`src/rtl/mul_sequencer.sv`:
```
// Job sequencer for a repeated-add multiplier core: queues operand pairs,
// re-arms and starts the core per job, and returns product or timeout error.
module mul_sequencer #(
  parameter int unsigned WIDTH   = 16,
  parameter int unsigned TIMEOUT = 70000
) (
  input  logic             clk,
  input  logic             rst,
  input  logic             op_valid,
  output logic             op_ready,
  input  logic [WIDTH-1:0] op_a,
  input  logic [WIDTH-1:0] op_b,
  output logic             core_rst,
  output logic             start,
  output logic [WIDTH-1:0] data_in,
  input  logic             core_ldA,
  input  logic             core_ldB,
  input  logic             core_done,
  input  logic [WIDTH-1:0] core_p,
  output logic             res_valid,
  input  logic             res_ready,
  output logic [WIDTH-1:0] res_p,
  output logic             res_err
);

  localparam int unsigned CW = $clog2(TIMEOUT + 1);

  localparam logic [2:0] IDLE  = 3'd0;
  localparam logic [2:0] ARM   = 3'd1;
  localparam logic [2:0] START = 3'd2;
  localparam logic [2:0] RUN   = 3'd3;
  localparam logic [2:0] HOLD  = 3'd4;

  logic [2:0]       state, state_nx;
  logic [WIDTH-1:0] fifo_a [2];
  logic [WIDTH-1:0] fifo_b [2];
  logic             wr_ptr, rd_ptr;
  logic [1:0]       count, count_nx;
  logic             push, pop;
  logic [WIDTH-1:0] a_reg, b_reg, a_nx, b_nx;
  logic [WIDTH-1:0] p_nx;
  logic             err_nx;
  logic [CW-1:0]    cnt, cnt_nx;
  logic             last_cycle;

  assign push      = op_valid && op_ready;
  assign count_nx  = count + 2'(push) - 2'(pop);
  assign last_cycle = (cnt == CW'(TIMEOUT - 1));

  // Shared operand bus: B only while the core is loading its multiplier.
  assign data_in = core_ldB ? b_reg : a_reg;

  // Next-state, FIFO pop and result selection.
  always_comb begin
    state_nx = state;
    pop      = 1'b0;
    a_nx     = a_reg;
    b_nx     = b_reg;
    p_nx     = res_p;
    err_nx   = res_err;
    cnt_nx   = cnt;
    case (state)
      IDLE: begin
        if (count != 2'd0) begin
          pop  = 1'b1;
          a_nx = fifo_a[rd_ptr];
          b_nx = fifo_b[rd_ptr];
          if (a_nx == '0 || b_nx == '0) begin
            // Zero operand: answer is known, the core is never touched.
            state_nx = HOLD;
            p_nx     = '0;
            err_nx   = 1'b0;
          end else begin
            state_nx = ARM;
          end
        end
      end
      ARM: begin
        cnt_nx   = '0;
        state_nx = START;
      end
      START: begin
        cnt_nx = cnt + CW'(1);
        if (last_cycle) begin
          state_nx = HOLD;
          p_nx     = '0;
          err_nx   = 1'b1;
        end else if (core_ldA) begin
          state_nx = RUN;
        end
      end
      RUN: begin
        cnt_nx = cnt + CW'(1);
        if (core_done) begin
          state_nx = HOLD;
          p_nx     = core_p;
          err_nx   = 1'b0;
        end else if (last_cycle) begin
          state_nx = HOLD;
          p_nx     = '0;
          err_nx   = 1'b1;
        end
      end
      HOLD: begin
        if (res_ready) state_nx = IDLE;
      end
      default: state_nx = IDLE;
    endcase
  end

  // State, control and registered outputs.
  always_ff @(posedge clk or posedge rst) begin
    if (rst) begin
      state     <= IDLE;
      count     <= 2'd0;
      wr_ptr    <= 1'b0;
      rd_ptr    <= 1'b0;
      op_ready  <= 1'b1;
      a_reg     <= '0;
      b_reg     <= '0;
      res_p     <= '0;
      res_err   <= 1'b0;
      cnt       <= '0;
      core_rst  <= 1'b0;
      start     <= 1'b0;
      res_valid <= 1'b0;
    end else begin
      state     <= state_nx;
      count     <= count_nx;
      if (push) wr_ptr <= ~wr_ptr;
      if (pop)  rd_ptr <= ~rd_ptr;
      op_ready  <= (count_nx < 2'd2);
      a_reg     <= a_nx;
      b_reg     <= b_nx;
      res_p     <= p_nx;
      res_err   <= err_nx;
      cnt       <= cnt_nx;
      core_rst  <= (state_nx == ARM);
      start     <= (state_nx == START);
      res_valid <= (state_nx == HOLD);
    end
  end

  // Operand storage needs no reset; occupancy is tracked by count.
  always_ff @(posedge clk) begin
    if (push) begin
      fifo_a[wr_ptr] <= op_a;
      fifo_b[wr_ptr] <= op_b;
    end
  end

endmodule

```
`config.mk`:
```
export PLATFORM = sky130hd
export DESIGN_NAME = mul_sequencer
export DESIGN_NICKNAME = d
export VERILOG_FILES = /design/src/rtl/mul_sequencer.sv
export SDC_FILE = /design/constraint.sdc
export NUM_CORES = 1
export LEC_CHECK = 0
export ABC_CLOCK_PERIOD_IN_PS = 2800
export BUFFER_PORTS_ARGS = -buffer_cell sky130_fd_sc_hd__buf_2
export CELL_PAD_IN_SITES_DETAIL_PLACEMENT = 1
export CELL_PAD_IN_SITES_GLOBAL_PLACEMENT = 2
export CORE_ASPECT_RATIO = 0.9
export CORE_UTILIZATION = 38
export DETAILED_ROUTE_END_ITERATION = 7
export PLACE_DENSITY_LB_ADDON = 0.1
export SLEW_MARGIN = 20
export SYNTH_ARGS = -nofsm -noshare
export SYNTH_HDL_FRONTEND = slang
export SYNTH_SLANG_ARGS = --single-unit
```
`constraint.sdc`:
```
create_clock -name clk -period 2.8 [get_ports clk]
set_clock_uncertainty 0.05 [all_clocks]
set_input_delay 0.56 -clock clk [delete_from_list [all_inputs] [get_ports clk]]
set_output_delay 0.56 -clock clk [all_outputs]
set_load 0.1 [all_outputs]
```
==> qor_table.md, run 1 <==
| Quantity | Reported |
|---|---|
| First-pass GRT wire length | 24400 um |
| Core area | 15000 um2 |
| Pre-CTS worst setup slack | 0.627 ns |
| Category of the critical setup timing path | input port to output port |
| Final hold violation count | 0 |
| CTS tree | done |
| Effective utilization at floorplan | 0.396 |
| Required time of the critical path | 2.19 ns |
| Min Tclk post-route | 2.19 ns |
| EDFF count, synth | 64 |
| Power Internal | 5.08 mW |
| Detailed-router iteration count before antenna repair | 6 |
| Overall die width | 134 um |
| Total number of H-tree levels | 4 |
| Post-detailed-route count of antenna-violating nets | 0 |
| Crit-path cells | buf_2, mux2_2, buf_2 |
| Delay of the slowest critical-path stage | 0.39 ns |
| Clock transition time at the flip-flop clock pins of the worst setup and hold paths | 0.06 ns |
| Registers with the most flip-flops | fifo_a (32), fifo_b (32), cnt (17) |
| # fillers | 1595 |
| Max-cap violation count | 0 |
| Count of state elements after synthesis | 141 |
| Kind of start point of the critical path | input port |
| Kind of capture point of the worst setup path | output port |
| Vias in the first global route | 4402 |
| Achievable Freq | 458 MHz |
| Clock tree root driver cell | clkbuf_16 |
| Vias after detailed routing | 4152 |
| Slowest stage cell on the critical path | mux2_2 |
| Sequential cell area fraction in the yosys report | 0.649 |
| Area growth, synth to finish | 22.1% |
| Synthesized instance count | 470 |
| Most instantiated flip-flop cell in the synthesis netlist | dfrtp_1 |
| Total wire length | 15100 um |
| Initial antenna violation count | 0 |
| Clock Path Buffers | 2 |
| Worst ir drop on vdd | 746 uV |
| Synthesis warning total | 0 |
| Share of synthesized flip-flops with an asynchronous set or reset | 0.546 |
| Later-pin clock latency in the skew report | 0.43 ns |
| Fraction of power consumed by sequential logic | 0.349 |
| Num rows | 42 |
| Die footprint | 16100 um2 |
| Power share of the clock group | 0.238 |
| Most common cell on crit path | buf_2 |
| HPWL after detailed placement | 10500 um |
| Maximum number of pins on one net before global-route repair | 67 |
| Fraction of power spent switching nets | 0.464 |
| Static leakage | 2.92 nW |
| Nets | 627 |
| Setup TNS Final | 0 ns |
| Mean instance size in the synthesized netlist | 12.6 um2 |
| DIE HEIGHT | 121 um |
| Final number of max-transition violations | 0 |
| Synthesized Nets | 528 |
| Endpoints failing setup | 0 |
| Outcome | complete, no violations |
| Starting DRT DRC Count | 202 |
| Final worst-path cycle share | 0.781 |
| Total clock buffers created by CTS | 17 |
| GP Congestion | 0.747 |
| Tot GR Track Use | 0.204 |
| Data arrival time of the critical path | 1.58 ns |
| Distinct cells, synth | 50 |
| Setup repair after global routing missed its margin | false |
| Total number of clock tree sinks | 141 |
| Fraction of layout instances using a drive strength above 1 | 0.287 |
| IO Pins | 92 |
| Path type of the worst min-delay path | input port to flip-flop |
| Relative max-transition margin | 0.415 |
| PwrDens | 1310 nW/um2 |
| Number of antenna cells inserted | 0 |
| Slew at the pin closest to its max-slew limit | 0.877 ns |
| I/O Buffers | 91 |
| Crit path setup slack, layout | 0.614 ns |
| # Post-CTS Setup Buffers | 0 |
| Post-synthesis instance area | 5930 um2 |
| Number of remaining DRC errors | 0 |
| Portion of total power attributed to combinational logic | 0.413 |
| Post-DR vias/cell | 5.32 |
| Maximum fanout encountered on the critical timing path | 16 |
| Power spent charging and discharging nets | 4.40 mW |
| Global route total overflow | 0 |
| Average detailed-routed wire length per instance | 19.4 um |
==> routing by layer <==
| layer | vias up | share of wire | GRT usage | wire, um |
|---|---|---|---|---|
| met5 | - | 0 | 0 | 0 |
| met4 | 0 | 0.012 | 0.0710 | 179 |
| met3 | 15 | 0.047 | 0.0675 | 713 |
| met2 | 88 | 0.45 | 0.298 | 6840 |
| met1 | 2081 | 0.49 | 0.284 | 7410 |
| li1 | 1968 | - | - | - |
==> cell type report <==
class                           instances  area, um2  area share
Clock buffer                           18        429      0.0593
Timing Repair Buffer                  105        576      0.0795
Sequential cell                       141       3850       0.532
Inverter                                6       22.5     0.00311
Multi-Input combinational cell        298       1960       0.270
Clock inverter                         14        159      0.0219
Tap cell                              198        248      0.0342
==> cell families after synthesis <==
| logic type | synth area share |
|---|---|
| flip-flops | 0.649 |
| AND/OR/NAND/NOR | 0.111 |
| AO/OA/AOI/OAI | 0.114 |
| multiplexers | 0.0898 |
| buffers and inverters | 0.0226 |
| XOR/XNOR | 0.00738 |
| adder cells (fa/ha/maj) | 0.00633 |
==> power groups by stage <==
stage	registers, mW	clock network [mW]	logic, mW
2_1_floorplan	3.92	0	2.46
3_3_place_gp	3.34	0	3.84
3_5_place_dp	3.34	0	3.94
4_1_cts	3.32	2.32	3.95
5_1_grt	3.38	2.40	4.19
6_report	3.30	2.26	3.91
==> what timing repair did <==
| action | in CTS | in global routing |
|---|---|---|
| hold buffers | 1 | 0 |
| hold endpoints to repair | 2 | 0 |
| gates resized for setup | 0 | 0 |
==> Yosys cell counts, types with 7 or more instances <==
| cell | n | area (um2) |
|---|---|---|
| a21oi_1 | 37 | 185 |
| a32oi_1 | 16 | 140 |
| buf_2 | 7 | 35.0 |
| clkbuf_1 | 12 | 45.0 |
| dfrtp_1 | 76 | 1900 |
| edfxtp_1 | 64 | 1920 |
| mux2_2 | 18 | 203 |
| mux2i_1 | 33 | 330 |
| nand2_1 | 29 | 109 |
| nand3_1 | 12 | 60.1 |
| nor2_1 | 46 | 173 |
| nor4_1 | 17 | 106 |
| o21ai_0 | 28 | 140 |
| o21ai_1 | 8 | 40.0 |
==> stage by stage <==
| step | total power, mW | area, um2 | utilization | cells | hold slack (ns) |
|---|---|---|---|---|---|
| finish | 9.48 | 7240 | 0.484 | 780 | 0.261 |
| global route | 9.98 | 7240 | 0.484 | 780 | 0.241 |
| CTS | 9.59 | 7240 | 0.484 | 780 | 0.239 |
| detailed placement | 7.28 | 6650 | 0.444 | 747 | 0.392 |
| global placement | 7.18 | 6650 | 0.444 | 747 | 0.394 |
| floorplan | 6.38 | 5940 | - | 470 | 0.391 |
==> layout by cell type (no fill, tap or decap), drive strengths merged, types with 3 or more instances in the layout <==
cell and instances:
a21oi 38, a22o 3, a31oi 3, a32oi 16, and2 3, buf 104
clkbuf 18, clkinv 3, clkinvlp 5, dfrtp 76, edfxtp 64, ha 3
inv 10, mux2 18, mux2i 33, nand2 29, nand3 12, nand4 6
nor2 46, nor4 19, o21ai 36, o31ai 4, xnor2 3
==> critical path: cells and delay by family <==
kind	cells	cell delay [ns]
muxes	1	0.39
buffers and inverters	2	0.61
==> path summary, 6_finish.rpt <==
kind,cells after the start,startpoint,endpoint,slack (ns)
setup / recovery,3,core_ldB,data_in[6],0.61
hold / removal,1,op_a[15],fifo_a[1][15],0.26
setup reg to reg,5,fifo_b[0][14],res_p[11],0.67
hold reg to reg,1,cnt[16],cnt[16],0.44
max in group asynchronous,4,rst,rd_ptr,1.57
min in group asynchronous,3,rst,b_reg[5],0.50
(Power assumes the default switching activity.)
==> run 2: changes to the inputs <==
--- a/config.mk
+++ b/config.mk
@@ -5,12 +5,12 @@
 export SDC_FILE = /design/constraint.sdc
 export NUM_CORES = 1
 export LEC_CHECK = 0
-export ABC_CLOCK_PERIOD_IN_PS = 2800
+export ABC_CLOCK_PERIOD_IN_PS = 1850
 export BUFFER_PORTS_ARGS = -buffer_cell sky130_fd_sc_hd__buf_2
 export CELL_PAD_IN_SITES_DETAIL_PLACEMENT = 1
 export CELL_PAD_IN_SITES_GLOBAL_PLACEMENT = 2
 export CORE_ASPECT_RATIO = 0.9
-export CORE_UTILIZATION = 38
+export CORE_UTILIZATION = 34
 export DETAILED_ROUTE_END_ITERATION = 7
 export PLACE_DENSITY_LB_ADDON = 0.1
 export SLEW_MARGIN = 20
==> constraint.sdc (replaced) <==
create_clock -name clk -period 1.85 [get_ports clk]
set_clock_uncertainty 0.05 [all_clocks]
set_input_delay 0.37 -clock clk [delete_from_list [all_inputs] [get_ports clk]]
set_output_delay 0.37 -clock clk [all_outputs]
set_load 0.1 [all_outputs]
==> run 2 against run 1 <==
Compared with the run above:
- register-to-register slack worse by 0.74 ns
- largest cell class unchanged
- count of clock-buffer cells in the layout up 3
- the run now ends with setup timing left
- routed wire length up 3.4%
- non-clock buffer count up 33
- clock power up 51%
- total power up 59%
- critical endpoint is now res_err
==> qor_table.md, run 2 (synthesized netlist as in run 1, its figures left out) <==
| Quantity | Reported | vs previous |
|---|---|---|
| Clock Path Buffers | 2 | unchanged |
| IO Pins | 92 | unchanged |
| Met2 Routed Length | 7020 um | was 6840 um |
| Worst hold path endpoint | fifo_a[1][8] | was fifo_a[1][15] |
| Violations in the final reports | setup timing |  |
| Path type of the worst min-delay path | input port to flip-flop | unchanged |
| # fillers | 1775 | was 1595 |
| Setup repair after global routing missed its margin | true | was false |
| Initial antenna violation count | 0 | unchanged |
| Overall die width | 141 um | was 134 um |
| Register-to-register setup slack | -0.07 ns | was 0.67 ns |
| Maximum fanout encountered on the critical timing path | 3 | was 16 |
| HPWL after detailed placement | 10800 um | was 10500 um |
| Kind of capture point of the worst setup path | flip-flop | was output port |
| CTS tree | done | unchanged |
| Setup TNS Final | -0.509 ns | was 0 ns |
| Maximum number of pins on one net before global-route repair | 70 | was 67 |
| Die footprint | 18000 um2 | was 16100 um2 |
| Registers with the most flip-flops | fifo_a (32), fifo_b (32), cnt (17) | unchanged |
| Min Tclk post-route | 1.92 ns |  |
| GP Congestion | 0.781 | was 0.747 |
| Pre-CTS worst setup slack | -0.242 ns | was 0.627 ns |
| First-pass GRT wire length | 25000 um | was 24400 um |
| Worst Hold Depth | 1 | unchanged |
| Final worst-path cycle share | 1.04 |  |
| Fin util | 0.464 | was 0.484 |
| Top layer used by detailed routing | met4 | unchanged |
| Post-DR vias/cell | 5.02 | was 5.32 |
| Post-detailed-route count of antenna-violating nets | 0 | unchanged |
| Cell area after placement | 7070 um2 | was 6650 um2 |
| Num rows | 45 | was 42 |
| Met3 wire length | 623 um | was 713 um |
| Achievable Freq | 520 MHz |  |
| M1 WL | 7900 um | was 7410 um |
| Total chip power | 15.1 mW | was 9.48 mW |
| DIE HEIGHT | 127 um | was 121 um |
| Starting DRT DRC Count | 186 | was 202 |
| Number of antenna cells inserted | 0 | unchanged |
| I/O Buffers | 91 | unchanged |
| Vias after detailed routing | 4280 | was 4152 |
| Area growth, synth to finish | 32.4% | was 22.1% |
| Worst Setup SP | fifo_b[0][8] | was core_ldB |
| Leading cell type in the layout, fill and taps excluded | buf_2 | unchanged |
| PwrDens | 1920 nW/um2 | was 1310 nW/um2 |
| Required time of the critical path | 2.10 ns | was 2.19 ns |
| Slew at the pin closest to its max-slew limit | 0.507 ns | was 0.877 ns |
| Later-pin clock latency in the skew report | 0.42 ns | was 0.43 ns |
| Worst ir drop on vdd | 920 uV | was 746 uV |
| Outcome | complete, but fails checks | was complete, no violations |
| Total wire length | 15700 um | was 15100 um |
| Nets | 662 | was 627 |
| Endpoints failing setup | 19 | was 0 |
| Average detailed-routed wire length per instance | 18.4 um | was 19.4 um |
| Kind of start point of the critical path | flip-flop | was input port |
| Total clock buffers created by CTS | 17 | unchanged |
| Detailed-router iteration count before antenna repair | 4 | was 6 |
| Data arrival time of the critical path | 2.18 ns | was 1.58 ns |
| Total number of H-tree levels | 4 | unchanged |
| Tot GR Track Use | 0.185 | was 0.204 |
| Cell count after placement | 812 | was 747 |
| Most frequent cells in the layout | 85 x buf_2, 74 x dfrtp_1, 64 x edfxtp_1 | was 91 x buf_2, 75 x dfrtp_1, 64 x edfxtp_1 |
| Capture instance of the worst register-to-register path | res_err | was res_p[11] |
| Worst R2R Start | fifo_b[0][8] | was fifo_b[0][14] |
| Fraction of layout instances using a drive strength above 1 | 0.355 | was 0.287 |
| Worst hold start | op_a[8] | was op_a[15] |
| Static leakage | 3.20 nW | was 2.92 nW |
| Relative max-transition margin | 0.664 | was 0.415 |
| Core area | 16900 um2 | was 15000 um2 |
| Reg2Reg Depth | 6 | was 5 |
| Max-cap violation count | 0 | unchanged |
| Post-route cell area | 7860 um2 | was 7240 um2 |
| Final number of max-transition violations | 0 | unchanged |
| Clock transition time at the flip-flop clock pins of the worst setup and hold paths | 0.06 ns | about the same |
| Number of remaining DRC errors | 0 | unchanged |
| Effective utilization at floorplan | 0.350 | was 0.396 |
| Total number of clock tree sinks | 141 | unchanged |
| Category of the critical setup timing path | flip-flop to flip-flop | was input port to output port |
| Clock tree root driver cell | clkbuf_16 | unchanged |
| Vias in the first global route | 4513 | was 4402 |
| Global route total overflow | 0 | unchanged |
| Worst hold slack after final layout | 0.0899 ns | was 0.261 ns |
| Crit path setup slack, layout | -0.0734 ns | was 0.614 ns |
| Final cell count without fillers | 852 | was 780 |
| Final hold violation count | 0 | unchanged |
-- run 2: cell count changes in the layout (fill, tap and decap cells not counted), moves of 6 or more --
| cell | before | now |
|---|---|---|
| buf_2 | 91 | 85 |
| buf_12 | 1 | 9 |
| buf_4 | 12 | 39 |
| o21ai_0 | 28 | 19 |
| o21ai_1 | 8 | 17 |
-- run 2: final cells by class --
type                    count  area [um2]  share of cell area
flip-flops and latches    141        3860               0.491
multi-input cells         300        2150               0.273
repair buffers            138         950               0.121
clock buffers              21         440              0.0561
well taps                 235         294              0.0374
clock inverters            11         143              0.0182
inverters                   6        26.3             0.00334
-- run 2: worst max path at each step --
stage	to	slack, ns
2_1_floorplan	op_ready	-0.03
3_3_place_gp	res_err	-0.24
3_5_place_dp	res_p[8]	-0.24
4_1_cts	res_err	-0.08
5_1_grt	res_err	-0.18
6_report	res_err	-0.07
-- run 2: what timing repair did --
| action | 4_1_cts | 5_1_grt |
|---|---|---|
| hold buffers | 1 | 0 |
| setup endpoints to repair | 32 | 37 |
| setup buffers | 2 | 3 |
| gates cloned | 1 | 1 |
| pin swaps | 16 | 6 |
| hold endpoints to repair | 8 | 0 |
| gates resized for setup | 27 | 16 |
-- run 2: routing by layer --
metal	vias up	track usage
li1	2041	-
met1	2145	0.267
met2	86	0.278
met3	8	0.0510
met4	0	0.0428
met5	-	0
-- run 2: worst max-delay path, cell delays in order (launching register included) --
cell	delay [ns]
edfxtp_1	0.43
nor4_4	0.35
buf_4	0.16
nand4_1	0.20
nand3b_1	0.21
nand3_2	0.12
o221a_2	0.29
-- run 2: report_power, final --
part / switching, mW / internal, mW
registers: 0.602 / 4.27
logic: 4.86 / 1.94
clock network: 1.31 / 2.11
total: 6.76 / 8.33
==> run 3: changes to the inputs <==
--- a/config.mk
+++ b/config.mk
@@ -11,6 +11,7 @@
 export CELL_PAD_IN_SITES_GLOBAL_PLACEMENT = 2
 export CORE_ASPECT_RATIO = 0.9
 export CORE_UTILIZATION = 34
+export CTS_BUF_LIST = sky130_fd_sc_hd__clkbuf_4 sky130_fd_sc_hd__clkbuf_8 sky130_fd_sc_hd__clkbuf_16
 export DETAILED_ROUTE_END_ITERATION = 7
 export PLACE_DENSITY_LB_ADDON = 0.1
 export SLEW_MARGIN = 20
==> run 3 against run 2 <==
Compared with the run above:
- highest routed layer unchanged
- hold slack about the same
- sequential share of layout area decreased by 0.11 points
- register-to-register slack hardly changed
- combinational power is essentially flat
- routed wire length is the same
- critical path depth is the same
- core utilization increased by 0.10 points
- maximum frequency is 0.24% higher
- first-iteration DRC count down 8.1%
- largest cell class unchanged
- the flow still finishes with violations (setup timing)
- global-route usage is 0.066 points higher
- sequential power barely moved
- cell count stayed put
==> qor_table.md, run 3 (synthesized netlist as in run 1, its figures left out) <==
| Quantity | Reported | vs previous |
|---|---|---|
| Total chip power | 15.2 mW | was 15.1 mW |
| Kind of capture point of the worst setup path | flip-flop | unchanged |
| Maximum number of pins on one net before global-route repair | 70 | unchanged |
| Post-DR vias/cell | 5.02 | about the same |
| Registers with the most flip-flops | fifo_a (32), fifo_b (32), cnt (17) | unchanged |
| Buffers plus inverters on the worst setup path | 1 | unchanged |
| Tot GR Track Use | 0.186 | was 0.185 |
| Kind of start point of the critical path | flip-flop | unchanged |
| HPWL after detailed placement | 10800 um | unchanged |
| Achievable Freq | 521 MHz | was 520 MHz |
| Initial antenna violation count | 0 | unchanged |
| Num rows | 45 | unchanged |
| Total clock buffers created by CTS | 17 | unchanged |
| Crit path setup slack, layout | -0.0688 ns | was -0.0734 ns |
| DIE HEIGHT | 127 um | unchanged |
| Global routing met3 resource utilization | 0.0510 | unchanged |
| Die footprint | 18000 um2 | unchanged |
| Min Tclk post-route | 1.92 ns | about the same |
| Category of the critical setup timing path | flip-flop to flip-flop | unchanged |
| Endpoints failing setup | 19 | unchanged |
| CTS tree | done | unchanged |
| Slowest stage cell on the critical path | edfxtp_1 | unchanged |
| Final number of max-transition violations | 0 | unchanged |
| Number of antenna cells inserted | 0 | unchanged |
| Clock tree root driver cell | clkbuf_16 | unchanged |
| Post-route cell area | 7880 um2 | was 7860 um2 |
| Final hold violation count | 0 | unchanged |
| Worst R2R Start | fifo_b[0][8] | unchanged |
| Static leakage | 3.21 nW | was 3.20 nW |
| FF/Latch Area | 3860 um2 | unchanged |
| Relative max-transition margin | 0.664 | about the same |
| Average detailed-routed wire length per instance | 18.4 um | unchanged |
| Met2 global-route usage | 0.278 | about the same |
| Worst Setup SP | fifo_b[0][8] | unchanged |
| Leading cell type in the layout, fill and taps excluded | buf_2 | unchanged |
| I/O Buffers | 91 | unchanged |
| PwrDens | 1920 nW/um2 | about the same |
| Violations in the final reports | setup timing | unchanged |
| Effective utilization at floorplan | 0.350 | unchanged |
| M1 GR Usage | 0.267 | unchanged |
| Clock Path Buffers | 2 | unchanged |
| Setup repair after global routing missed its margin | true | unchanged |
| IO Pins | 92 | unchanged |
| Worst hold start | op_a[8] | unchanged |
| Fraction of layout instances using a drive strength above 1 | 0.361 | was 0.355 |
| Starting DRT DRC Count | 171 | was 186 |
| Area growth, synth to finish | 32.7% | was 32.4% |
| Family with the most delay on the worst path | simple AND/OR/NAND/NOR gates | unchanged |
| Worst hold slack after final layout | 0.0897 ns | was 0.0899 ns |
| Data arrival time of the critical path | 2.17 ns | was 2.18 ns |
| Path type of the worst min-delay path | input port to flip-flop | unchanged |
| Post-detailed-route count of antenna-violating nets | 0 | unchanged |
| Vias in the first global route | 4512 | was 4513 |
| Overall die width | 141 um | unchanged |
| Total number of clock tree sinks | 141 | unchanged |
| Nets | 662 | unchanged |
| Worst ir drop on vdd | 920 uV | about the same |
| Setup TNS Final | -0.455 ns | was -0.509 ns |
| Later-pin clock latency in the skew report | 0.42 ns | about the same |
| Clock transition time at the flip-flop clock pins of the worst setup and hold paths | 0.06 ns | about the same |
| Outcome | complete, but fails checks | unchanged |
| Total number of H-tree levels | 4 | unchanged |
| Cell area after placement | 7070 um2 | unchanged |
| Detailed-router iteration count before antenna repair | 4 | unchanged |
| # fillers | 1771 | was 1775 |
| Number of remaining DRC errors | 0 | unchanged |
| Final worst-path cycle share | 1.04 | about the same |
| Delay of the slowest critical-path stage | 0.43 ns | about the same |
| Vias after detailed routing | 4279 | was 4280 |
| Area of the multi-input gates | 2150 um2 | unchanged |
| Slew at the pin closest to its max-slew limit | 0.507 ns | about the same |
| First-pass GRT wire length | 25000 um | about the same |
| Most frequent cells in the layout | 84 x buf_2, 74 x dfrtp_1, 64 x edfxtp_1 | was 85 x buf_2, 74 x dfrtp_1, 64 x edfxtp_1 |
| Fin util | 0.465 | was 0.464 |
| Total wire length | 15700 um | unchanged |
| Crit-path cells | nor4_4, buf_4, nand4_1, nand3b_1, nand3_2, o221a_2 | unchanged |
| Maximum fanout encountered on the critical timing path | 3 | unchanged |
| Core area | 16900 um2 | unchanged |
| Global-route layer with the greatest usage | met2 | unchanged |
| GP Congestion | 0.781 | unchanged |
| Max-cap violation count | 0 | unchanged |
| Global route total overflow | 0 | unchanged |
| Required time of the critical path | 2.10 ns | about the same |
run 3: cell types whose count changed in the layout (fill, tap and decap cells not counted), sizes merged:
cell,change
clkbuf,+1
buf,-1
run 3: final cells by class:
| type | count | area share |
|---|---|---|
| flip-flops and latches | 141 | 0.490 |
| multi-input cells | 300 | 0.273 |
| clock buffers | 21 | 0.0578 |
| inverters | 6 | 0.00334 |
| repair buffers | 138 | 0.121 |
| clock inverters | 11 | 0.0181 |
| well taps | 235 | 0.0373 |
run 3: where the power goes:
group | leakage (nW) | internal (mW) | switching [mW]
sequential | 1.52 | 4.27 | 0.601
combinational | 1.40 | 1.95 | 4.86
clock | 0.286 | 2.17 | 1.30
run 3: timing repair:
item / in CTS / in global routing
pin swaps: 16 / 6
endpoints found under the hold margin: 8 / 0
buffers inserted: 2 / 3
resized for setup: 27 / 17
hold buffers: 1 / 0
gates cloned: 1 / 1
setup endpoints to repair: 32 / 38
run 3: per-layer routing:
layer / wire, um / part of all wire
met1: 7930 / 0.51
met2: 7020 / 0.45
met3: 572 / 0.037
met4: 125 / 0.0080
met5: 0 / 0
run 3: worst paths after layout:
path	endpoint	slack, ns	cells after the start
min in group asynchronous	cnt[5]	0.39	3
max in group asynchronous	op_ready	0.70	4
min reg2reg	a_reg[14]	0.47	2
max reg2reg	res_err	-0.07	6
min	fifo_a[1][8]	0.09	1
max	res_err	-0.07	6
run 3: worst reg2reg max path: stages, from the launching register on:
cell      delay [ns]
edfxtp_1        0.43
nor4_4          0.34
buf_4           0.16
nand4_1         0.20
nand3b_1        0.21
nand3_2         0.12
o221a_2         0.29
run 3: through the flow:
step / instances / setup WS (ns)
2_1_floorplan: 470 / -0.0283
3_3_place_gp: 812 / -0.236
3_5_place_dp: 812 / -0.242
4_1_cts: 848 / -0.0776
5_1_grt: 852 / -0.183
6_report: 852 / -0.0688
